`src/rtl/pc_unit.sv`:
```
// Program-counter stage: holds the fetch PC, resolves branches and jumps from active-low
// flags, and counts retired instructions. Define PC_TRAP_EN to trap on misaligned targets.
module pc_unit #(
  parameter logic [31:0] RESET_VEC = 32'h0000_0000,
  parameter logic [31:0] TRAP_VEC  = 32'h0000_0100
) (
  input  logic        clk,
  input  logic        rst,
  input  logic        stall,
  input  logic        halt,
  input  logic [5:0]  branch_op,
  input  logic        jal,
  input  logic        jalr,
  input  logic [31:0] imm,
  input  logic [31:0] qa,
  input  logic        is_lt,
  input  logic        is_ltu,
  input  logic        is_zero,
  output logic [31:0] pc,
  output logic [31:0] pc_plus4,
  output logic        fetch_vld,
  output logic        halted,
  output logic [31:0] instret
);

`ifdef PC_TRAP_EN
  typedef enum logic [1:0] {ST_BOOT, ST_RUN, ST_HALT, ST_TRAP} state_t;
`else
  typedef enum logic [1:0] {ST_BOOT, ST_RUN, ST_HALT} state_t;
`endif

  state_t      state_q;
  logic [31:0] pc_q;
  logic [31:0] instret_q;
  logic        fetch_vld_q;
  logic        halted_q;

  logic        taken;
  logic        jump_sel;
  logic [31:0] next_pc;

  // Branch ops and flags are active low; a low op bit selects that comparison.
  always_comb begin
    taken = (~branch_op[5] & ~is_zero) | (~branch_op[4] &  is_zero) |
            (~branch_op[3] & ~is_lt)   | (~branch_op[2] &  is_lt)   |
            (~branch_op[1] & ~is_ltu)  | (~branch_op[0] &  is_ltu);
    jump_sel = ~jalr | ~jal | taken;
    next_pc  = pc_q + 32'd4;
    if (!jalr) begin
      next_pc = (qa + imm) & 32'hFFFF_FFFE;
    end else if (!jal || taken) begin
      next_pc = pc_q + imm;
    end
  end

`ifdef PC_TRAP_EN
  logic misaligned;
  assign misaligned = jump_sel && (next_pc[1:0] != 2'b00);
`endif

  always_ff @(posedge clk) begin
    if (rst) begin
      state_q     <= ST_BOOT;
      pc_q        <= RESET_VEC;
      instret_q   <= 32'd0;
      fetch_vld_q <= 1'b0;
      halted_q    <= 1'b0;
    end else begin
      case (state_q)
        ST_BOOT: begin
          state_q     <= ST_RUN;
          fetch_vld_q <= 1'b1;
        end
        ST_RUN: begin
          if (stall) begin
            if (!halt) begin
              // The halting instruction retires but does not advance the PC.
              instret_q   <= instret_q + 32'd1;
              state_q     <= ST_HALT;
              fetch_vld_q <= 1'b0;
              halted_q    <= 1'b1;
            end
`ifdef PC_TRAP_EN
            else if (misaligned) begin
              pc_q        <= TRAP_VEC;
              state_q     <= ST_TRAP;
              fetch_vld_q <= 1'b0;
            end
`endif
            else begin
              pc_q      <= next_pc;
              instret_q <= instret_q + 32'd1;
            end
          end
        end
`ifdef PC_TRAP_EN
        ST_TRAP: begin
          state_q     <= ST_RUN;
          fetch_vld_q <= 1'b1;
        end
`endif
        default: begin
        end
      endcase
    end
  end

  assign pc        = pc_q;
  assign pc_plus4  = pc_q + 32'd4;
  assign fetch_vld = fetch_vld_q;
  assign halted    = halted_q;
  assign instret   = instret_q;

endmodule

```
`config.mk`:
```
export PLATFORM = sky130hd
export DESIGN_NAME = pc_unit
export DESIGN_NICKNAME = d
export VERILOG_FILES = /design/src/rtl/pc_unit.sv
export SDC_FILE = /design/constraint.sdc
export NUM_CORES = 1
export LEC_CHECK = 0
export CAP_MARGIN = 20
export CORE_UTILIZATION = 25
export CTS_CLUSTER_DIAMETER = 200
export DETAILED_ROUTE_END_ITERATION = 8
export PLACE_DENSITY = 0.53
export RECOVER_POWER = 100
export SLEW_MARGIN = 20
export SYNTH_ARGS = -nofsm -noshare
export SYNTH_HDL_FRONTEND = slang
export SYNTH_SLANG_ARGS = --single-unit
```
`constraint.sdc`:
```
create_clock -name clk -period 2.89 [get_ports clk]
set_clock_uncertainty 0.1 [all_clocks]
set_input_delay 0.289 -clock clk [delete_from_list [all_inputs] [get_ports clk]]
set_output_delay 0.289 -clock clk [all_outputs]
set_load 0.005 [all_outputs]
```
==> results by group, run 1 <==
Outcome
  • Outcome: complete, no violations

STA
  • Fmax: 0.355 GHz
  • Slew HR: 35.6%
  • RSZ-0062 raised after global routing: true
  • Final hold vios: 0
  • Fin crit share: 97.4%
  • Final setup vio count: 0
  • Crit path time final: 2.82 ns
  • Worst-Margin Slew: 0.967 ns
  • Max-slew violation count: 0
  • Setup tns final: 0 ns

Setup path
  • R2R setup slack: 0.08 ns
  • Worst Path Required: 3.04 ns
  • Buf+Inv Stages, Crit Path: 2
  • Worst EP arrival: 2.97 ns
  • Class of the most critical setup path: input port to register
  • CP top delay family: compound AO/OA/AOI/OAI gates
  • Crit-path max FO: 3
  • CP peak stage delay: 0.43 ns
  • Crit path capture type: register
  • Startpoint class of the critical path: input port
  • Worst path slowest cell: a2111oi_4
  • Worst r2r src: pc[0]
  • RR Endpoint: pc[24]
  • Crit path cell chain: dlygate4sd2_1 -> ha_4 -> buf_4 -> o211ai_1 -> o21ai_2 -> o31ai_4 -> a2111oi_4 -> nor2_2 -> o211ai_2 -> a221oi_2 -> or3_1 -> a311oi_2
  • R2R depth: 13

Final layout
  • Nets: 1,443
  • Antenna fix cells: 0
  • Design area: 11,500 um2
  • Synth-to-layout area growth: 60.0%
  • Layout cell share with drive strength beyond 1: 23.8%
  • Final core utilization: 40.9%

Yosys
  • Leading area contributor after synthesis: dfxtp_1
  • Sequential share of the synthesized area: 18.7%
  • Count leader, synth: nor2_1
  • Post-synth ARST share: 0%
  • Synthesized net count: 1,102
  • Commonest cells post-synth: 103 x nor2_1, 88 x a21oi_1, 85 x nand2_1
  • Avg Inst Size Synth: 7.48 um2
  • Mapped Cells: 958
  • Area fraction of the dominant cell type after synthesis: 18.7%
  • Synth Register Bits: 67
  • Ys Warns: 0
  • Synthesized cell area: 7160 um2
  • Yosys cell types: 76
  • Top cells by area, synth: dfxtp_1 19%, ha_1 11%, xnor2_1 6.7%
  • Post-synth EDFFs: 0
  • Most used DFF post-synth: dfxtp_1

Drt
  • WL/cell: 17.1 um
  • Post-Route WL: 28,800 um
  • Post-DRT Antenna Nets: 0
  • Pre-Repair DR Iteration Count: 4
  • Via Count: 8,428
  • Vias per cell: 5.01
  • # DRC: 0
  • DR iter-0 viols: 543

Min path
  • Hold Crit Class: input port to register
  • Hold endpoint: instret[2]
  • Hold depth: 2
  • Hold Crit Start: rst

GRT
  • GR Overflow Total: 0
  • Global-route wire length before repair: 43,900 um
  • Gr usage total: 19.3%
  • Largest net degree at the start of global routing: 40
  • Antenna violations before repair: 0
  • Number of global-route vias before repair: 8,100

CTS
  • Total CTS buffers: 9
  • Clock sink total: 67
  • Skew-Pair Late Insertion Delay: 0.35 ns
  • CTS H-tree depth: 3
  • Clock Path Buffers: 2
  • Clk pin slew, worst setup/hold paths: 0.06 ns
  • Post-CTS Hold Buffers: 0
  • CTS tree: done
  • CTS root buf: clkbuf_16

Floorplanning
  • IO Count: 177
  • Die Wd: 171 um
  • Initial Utilization: 25.6%
  • Vert. Die Dim: 171 um
  • Core area: 28,000 um2
  • Row count: 61
  • Die ar.: 29,300 um2

Flow run
  • Max_cap viols: 0

Pwr
  • Pwr/cell area: 320 nW/um2
  • Tot Pwr: 3660 uW
  • Leakage: 0.00517 uW
  • IR drop worst, VDD: 0.000258 V

Place
  • Post-Place Cell Area: 10,600 um2
  • Routability-driven placement congestion ratio: 0.884
  • IO Port Bufs: 176
  • Hpwl dp: 22,700 um
[area by class of cell]
| class | count | area (um2) |
|---|---|---|
| Fill cell | 2893 | 16500 |
| Tap cell | 378 | 473 |
| Inverter | 20 | 75.1 |
| Multi-Input combinational cell | 821 | 5930 |
| Timing Repair Buffer | 380 | 3310 |
| Sequential cell | 67 | 1360 |
| Clock buffer | 9 | 225 |
| Clock inverter | 7 | 81.3 |
[state kept, by name, indices dropped and copies added (netlist names)]
register  cells
state_q       2
halted        1
pc           32
instret      32
[kinds of logic after synthesis]
| family | Yosys count | share of synthesized area, % |
|---|---|---|
| simple gates | 360 | 25.2 |
| compound gates | 288 | 27.1 |
| xor+xnor | 98 | 12.1 |
| buf+inv | 70 | 3.88 |
| flops | 67 | 18.7 |
| fa+ha+maj | 65 | 11.6 |
| mux | 10 | 1.48 |
[worst max-delay path by stage]
stage / startpoint / to / slack (ns) / depth (start not counted)
finish: imm[4] / pc[30] / 0.07 / 12
global route: qa[0] / pc[30] / -0.04 / 12
CTS: pc[7] / pc_plus4[25] / -0.004 / 7
detailed placement: imm[0] / pc[26] / -0.58 / 14
global placement: imm[0] / pc[26] / -0.55 / 14
floorplan: pc[0] / pc[30] / 0.13 / 12
[power by group]
group / internal, uW / switching, uW
Sequential: 951 / 39.2
Combinational: 752 / 740
Clock: 683 / 498
Total: 2390 / 1280
[metrics by stage]
stage | setup WS, ns | cells | hold WS, ns
2_1_floorplan | 0.127 | 958 | 0.356
3_3_place_gp | -0.550 | 1652 | 0.356
3_5_place_dp | -0.583 | 1652 | 0.369
4_1_cts | -0.00423 | 1673 | 0.262
5_1_grt | -0.0364 | 1682 | 0.285
6_report | 0.0742 | 1682 | 0.268
[per-layer routing]
metal  track usage (%)  vias to the layer above  part of all wire [%]
met5                 0                        -                     0
met4              4.66                        0                   1.6
met3              2.39                       23                   4.6
met2              33.0                      231                    47
met1              25.5                     3975                    46
li1                  -                     4199                     -
[layout by cell type, fill, tap and decap left out, types with 34 or more instances in the layout]
cell,synthesis,layout
a21oi_1,88,84
nand2_1,85,84
dlygate4sd3_1,0,37
o21ai_0,49,44
clkdlybuf4s50_1,0,109
dfxtp_1,67,59
xor2_1,42,42
xnor2_1,55,48
a21o_1,34,34
ha_1,63,53
buf_4,2,199
nand3_1,42,40
nor2_1,103,101
[worst register-to-register path: stages, from the launching register on]
cell and delay (ns):
dfxtp_2 0.37, ha_4 0.14, inv_1 0.05, fa_2 0.34
nand2b_4 0.16, a211oi_4 0.28, nor2_4 0.08, o211ai_2 0.26
a41oi_2 0.20, buf_4 0.18, xnor2_1 0.11, a32o_1 0.25
a21oi_1 0.12, o21ai_1 0.08
[timing repair]
action / in CTS / in global routing
endpoints found under the setup margin: 36 / 33
pin swaps: 29 / 33
buffers inserted: 5 / 9
cloned: 0 / 0
resized for setup: 54 / 61
No activity file was read; power rests on OpenSTA's default activity.
==> run 2: changes to the inputs <==
==> constraint.sdc (replaced) <==
create_clock -name clk -period 2.89 [get_ports clk]
set_clock_uncertainty 0.1 [all_clocks]
set_input_delay 0.578 -clock clk [delete_from_list [all_inputs] [get_ports clk]]
set_output_delay 0.578 -clock clk [all_outputs]
set_load 0.005 [all_outputs]
==> results by group, run 2 (synthesis gave the netlist of run 1 again) <==
Drt
  • Via Count: 8,873 (+5.3%)
  • DR iter-0 viols: 461 (-15%)
  • # DRC: 0 (unchanged)
  • WL/cell: 17.0 um (-0.84%)
  • Pre-Repair DR Iteration Count: 5 (+1)
  • Vias per cell: 5.04 (+0.56%)
  • Post-DRT Antenna Nets: 0 (unchanged)
  • Post-Route WL: 29,900 um (+3.8%)

Pwr
  • Clk pwr share: 33.1% (+0.9 points)
  • IR drop worst, VDD: 0.000302 V (+17%)
  • Switching pwr: 1350 uW (+5.6%)
  • Internal power: 2560 uW (+7.2%)
  • Sequential Power Share: 25.1% (-1.9 points)
  • Combinational share of power: 41.9% (+1.2 points)
  • Sw frac: 34.5% (-0.34 points)
  • Pwr/cell area: 319 nW/um2 (about the same)
  • Leakage: 0.00550 uW (+6.3%)

Place
  • IO Port Bufs: 176 (unchanged)
  • Routability-driven placement congestion ratio: 0.927 (+4.9%)
  • Hpwl dp: 23,100 um (+2.1%)
  • Post-Place Cell Area: 11,000 um2 (+3.7%)
  • Placed cell count: 1,702 (+3.0%)
  • Post-Place Setup Slack: -0.832 ns (-0.249 ns)

CTS
  • Clock Path Buffers: 2 (unchanged)
  • CTS H-tree depth: 3 (unchanged)
  • CTS root buf: clkbuf_16
  • Clk pin slew, worst setup/hold paths: 0.06 ns (about the same)
  • CTS tree: done
  • Skew-Pair Late Insertion Delay: 0.35 ns (about the same)
  • Total CTS buffers: 9 (unchanged)
  • Post-CTS Hold Buffers: 0 (unchanged)
  • Clock sink total: 67 (unchanged)

STA
  • Post-route setup slack: 0.00280 ns (-0.0714 ns)
  • Final Hold Slack: 0.367 ns (+0.0993 ns)
  • Final setup vio count: 0 (unchanged)
  • RSZ-0062 raised after global routing: true
  • Max-slew violation count: 0 (unchanged)
  • Fmax: 0.346 GHz (-2.5%)
  • Crit path time final: 2.89 ns (+0.0714 ns)
  • Final hold vios: 0 (unchanged)
  • Worst-Margin Slew: 1.04 ns (+0.0756 ns)
  • Fin crit share: 99.9% (+2.5 points)
  • Slew HR: 30.5% (-5.0 points)

GRT
  • Number of global-route vias before repair: 8,681 (+7.2%)
  • Largest net degree at the start of global routing: 48 (+20%)
  • GR Overflow Total: 0 (unchanged)
  • Gr usage total: 20.1% (+0.84 points)
  • Global-route wire length before repair: 46,100 um (+5.0%)
  • Antenna violations before repair: 0 (unchanged)

Final layout
  • Fillers: 2,828 (-2.2%)
  • Design area: 12,200 um2 (+6.6%)
  • Antenna fix cells: 0 (unchanged)
  • Layout cell share with drive strength beyond 1: 32.5% (+8.7 points)
  • Synth-to-layout area growth: 70.6%
  • Most frequent cells in the layout: 251 x buf_4, 99 x nor2_1, 80 x nand2_1, 74 x a21oi_1, 65 x clkdlybuf4s50_1
  • Nets: 1,522 (+5.5%)
  • Final non-filler cell total: 1,761 (+4.7%)
  • Commonest non-fill, non-tap cell in the layout: buf_4

Floorplanning
  • IO Count: 177 (unchanged)
  • Initial Utilization: 25.6% (unchanged)
  • Row count: 61 (unchanged)
  • Die ar.: 29,300 um2 (unchanged)
  • Core area: 28,000 um2 (unchanged)
  • Vert. Die Dim: 171 um (unchanged)
  • Die Wd: 171 um (unchanged)

Min path
  • Hold Crit Class: register to register
  • Hold depth: 2 (unchanged)
  • Hold endpoint: halted
  • Hold Crit Start: halted

Setup path
  • R2R setup slack: 0.01 ns (-0.07 ns)
  • Worst EP arrival: 3.05 ns (+0.08 ns)
  • Worst Path Required: 3.05 ns (about the same)
  • Class of the most critical setup path: input port to register
  • Startpoint class of the critical path: input port
  • RR Endpoint: pc[24]
  • Crit-path max FO: 3 (unchanged)
  • R2R depth: 13 (unchanged)
  • Crit path capture type: register
  • Worst r2r src: pc[5]

Flow run
  • Max_cap viols: 0 (unchanged)

Outcome
  • Outcome: complete, no violations
run 2: cell type report:
cell class	count	area, um2	share of cell area (%)
multi-input cells	821	6250	51.2
repair buffers	459	3730	30.5
flip-flops and latches	67	1360	11.1
well taps	378	473	3.87
clock buffers	9	225	1.84
clock inverters	7	108	0.880
inverters	20	75.1	0.614
run 2: worst max-delay path by stage:
stage                      start      endpoint  slack (ns)  cells after the start
after floorplan           imm[0]        pc[30]        0.01                     12
after global placement    imm[0]        pc[26]       -0.78                     14
after detailed placement  imm[0]        pc[26]       -0.83                     14
after CTS                  qa[7]        pc[26]       -0.17                     14
after global routing       pc[6]  pc_plus4[23]       -0.12                      8
final                     imm[2]        pc[30]       0.003                     14
run 2: critical path, cell delays in order:
cell and delay [ns]:
buf_6 0.10, ha_4 0.28, buf_6 0.11, a211oi_4 0.06
o21ai_2 0.23, o31ai_4 0.09, buf_4 0.14, a2111oi_4 0.27
buf_4 0.20, nor2_4 0.05, o211ai_2 0.22, a221oi_2 0.09
or3_1 0.38, a311oi_1 0.25
run 2: power groups by stage:
| stage | sequential (uW) | clock [uW] | combinational [uW] |
|---|---|---|---|
| after floorplan | 1010 | 0 | 738 |
| after global placement | 997 | 0 | 1480 |
| after detailed placement | 997 | 0 | 1480 |
| after CTS | 980 | 1310 | 1570 |
| after global routing | 982 | 1350 | 1770 |
| final | 978 | 1290 | 1630 |
run 2: through the flow:
stage               total power (uW)  utilization [%]  setup TNS, ns
floorplan                       1750                -              0
global placement                2480             39.4         -15.02
detailed placement              2480             39.4         -15.55
CTS                             3870             42.9         -0.498
global route                    4110             43.6          -1.62
finish                          3900             43.6              0
run 2: routing by layer:
metal	wire length (um)	track usage [%]
met1	13500	26.1
met2	14300	34.3
met3	1310	1.96
met4	709	7.53
met5	0	0
run 2: timing repair:
action | 4_1_cts | 5_1_grt
endpoints found under the hold margin | 0 | 0
setup endpoints to repair | 47 | 37
pin swaps | 70 | 69
resized for setup | 190 | 99
buffers inserted | 31 | 15
cloned | 0 | 0
==> run 3: changes to the inputs <==
--- a/config.mk
+++ b/config.mk
@@ -6,6 +6,7 @@
 export NUM_CORES = 1
 export LEC_CHECK = 0
 export CAP_MARGIN = 20
+export CORE_ASPECT_RATIO = 1.2
 export CORE_UTILIZATION = 25
 export CTS_CLUSTER_DIAMETER = 200
 export DETAILED_ROUTE_END_ITERATION = 8
==> results by group, run 3 (synthesis gave the netlist of run 1 again) <==
CTS
  • Skew-Pair Late Insertion Delay: 0.35 ns (about the same)
  • Clock sink total: 67 (unchanged)
  • CTS root buf: clkbuf_16
  • CTS H-tree depth: 3 (unchanged)
  • Clock Path Buffers: 2 (unchanged)
  • Clk pin slew, worst setup/hold paths: 0.07 ns (about the same)
  • Total CTS buffers: 9 (unchanged)
  • CTS tree: done

Floorplanning
  • Die ar.: 29,300 um2 (about the same)
  • Core area: 28,100 um2 (+0.26%)
  • Vert. Die Dim: 187 um (+9.4%)
  • Initial Utilization: 25.5% (-0.066 points)
  • Die Wd: 157 um (-8.6%)
  • IO Count: 177 (unchanged)
  • Row count: 67 (+9.8%)

Setup path
  • Worst Path Required: 3.04 ns (about the same)
  • RR Endpoint: pc[23]
  • Class of the most critical setup path: input port to register
  • R2R depth: 13 (unchanged)
  • Worst r2r src: pc[4]
  • Crit path launch: qa[2]
  • Worst setup path endpoint: pc[23]
  • R2R setup slack: 0.09 ns (+0.08 ns)
  • Crit path capture type: register
  • Startpoint class of the critical path: input port
  • Worst EP arrival: 2.98 ns (-0.07 ns)
  • Crit-path max FO: 3 (unchanged)

Pwr
  • Sequential Power Share: 25.7% (+0.6 points)
  • Tot Pwr: 3820 uW (-2.3%)
  • Pwr/cell area: 309 nW/um2 (-3.2%)
  • Sw frac: 34.7% (+0.17 points)
  • Combinational share of power: 42.9% (+1.0 points)
  • Leakage: 0.00543 uW (-1.2%)
  • Internal power: 2490 uW (-2.5%)
  • Switching pwr: 1320 uW (-1.8%)
  • IR drop worst, VDD: 0.000291 V (-3.5%)
  • Clk pwr share: 31.4% (-1.7 points)

Drt
  • Vias per cell: 4.99 (-1.0%)
  • Pre-Repair DR Iteration Count: 5 (unchanged)
  • Via Count: 8,714 (-1.8%)
  • WL/cell: 16.9 um (-0.44%)
  • # DRC: 0 (unchanged)
  • DR iter-0 viols: 372 (-19%)
  • Post-Route WL: 29,500 um (-1.2%)
  • Post-DRT Antenna Nets: 0 (unchanged)

Final layout
  • Synth-to-layout area growth: 72.3%
  • Nets: 1,507 (-0.99%)
  • Layout cell share with drive strength beyond 1: 33.9% (+1.5 points)
  • Final core utilization: 43.9% (+0.30 points)
  • Antenna fix cells: 0 (unchanged)
  • Most frequent cells in the layout: 261 x buf_4, 118 x clkdlybuf4s50_1, 97 x nor2_1, 81 x nand2_1, 74 x a21oi_1
  • Commonest non-fill, non-tap cell in the layout: buf_4

STA
  • Final hold vios: 0 (unchanged)
  • RSZ-0062 raised after global routing: true
  • Post-route setup slack: 0.0609 ns (+0.0581 ns)
  • Slew HR: 28.8% (-1.7 points)
  • Max-slew violation count: 0 (unchanged)
  • Crit path time final: 2.83 ns (-0.0581 ns)
  • Worst-Margin Slew: 1.06 ns (+0.0220 ns)
  • Fin crit share: 97.9% (-2.0 points)
  • Fmax: 0.353 GHz (+2.1%)
  • Setup tns final: 0 ns (unchanged)
  • Final setup vio count: 0 (unchanged)

GRT
  • Grt met3 use: 3.92% (+2.0 points)
  • Met1 Use GR: 23.7% (-2.5 points)
  • Largest net degree at the start of global routing: 49 (+2.1%)
  • GR peak layer: met2
  • GR Overflow Total: 0 (unchanged)
  • Global-route wire length before repair: 45,700 um (-0.85%)
  • Antenna violations before repair: 1 (+1)
  • Gr usage total: 19.9% (-0.25 points)
  • Grt met2 use: 35.8% (+1.5 points)
  • Number of global-route vias before repair: 8,744 (+0.73%)

Flow run
  • Max_cap viols: 0 (unchanged)

Min path
  • Hold Crit Class: register to register
  • Hold Crit Start: instret[31]

Place
  • Post-Place Setup Slack: -0.841 ns (-0.00922 ns)
  • Hpwl dp: 23,200 um (+0.45%)
  • IO Port Bufs: 176 (unchanged)
  • Routability-driven placement congestion ratio: 0.904 (-2.5%)

Outcome
  • Outcome: complete, no violations
## run 3: final cells by class
cell class                      instances  area (um2)
Tap cell                              379         474
Sequential cell                        67        1350
Clock inverter                          6        72.6
Inverter                               20        75.1
Timing Repair Buffer                  444        3680
Clock buffer                           10         239
Multi-Input combinational cell        821        6450
Fill cell                            2859       15700
## run 3: worst min-delay path by stage
| stage | endpoint | slack (ns) | depth (start not counted) |
|---|---|---|---|
| global route | instret[31] | 0.41 | 2 |
| detailed placement | instret[31] | 0.39 | 2 |
| CTS | instret[31] | 0.40 | 2 |
| floorplan | halted | 0.37 | 2 |
| global placement | instret[31] | 0.37 | 2 |
| finish | instret[31] | 0.40 | 2 |
## run 3: metal layers
metal | part of all wire [%] | vias up
met5 | 0.041 | -
met2 | 50 | 233
li1 | - | 4323
met1 | 42 | 4116
met3 | 5.9 | 40
met4 | 1.8 | 2
## run 3: repair_timing
action	4_1_cts	5_1_grt
hold buffers	0	0
endpoints found under the hold margin	0	0
setup buffers	27	7
pin swaps	62	46
resized for setup	220	75
setup endpoints to repair	46	31
## run 3: power groups by stage
stage	logic, uW	clock network, uW	registers (uW)
floorplan	738	0	1010
global placement	1470	0	996
detailed placement	1470	0	997
CTS	1560	1210	980
global route	1770	1250	983
finish	1640	1200	980
## run 3: per-stage QoR
stage / instances / hold slack [ns] / cell area [um2]
floorplan: 958 / 0.365 / 7200
global placement: 1698 / 0.375 / 11000
detailed placement: 1698 / 0.387 / 11000
CTS: 1740 / 0.395 / 12000
global route: 1747 / 0.413 / 12300
finish: 1747 / 0.396 / 12300
## run 3: worst max-delay path, cell delays in order
cell	delay, ns
buf_2	0.12
ha_4	0.25
a21oi_1	0.24
a21oi_2	0.10
o211ai_1	0.44
buf_4	0.20
a21oi_1	0.08
o31a_1	0.36
o311ai_1	0.31
mux2i_1	0.12
a22o_1	0.18
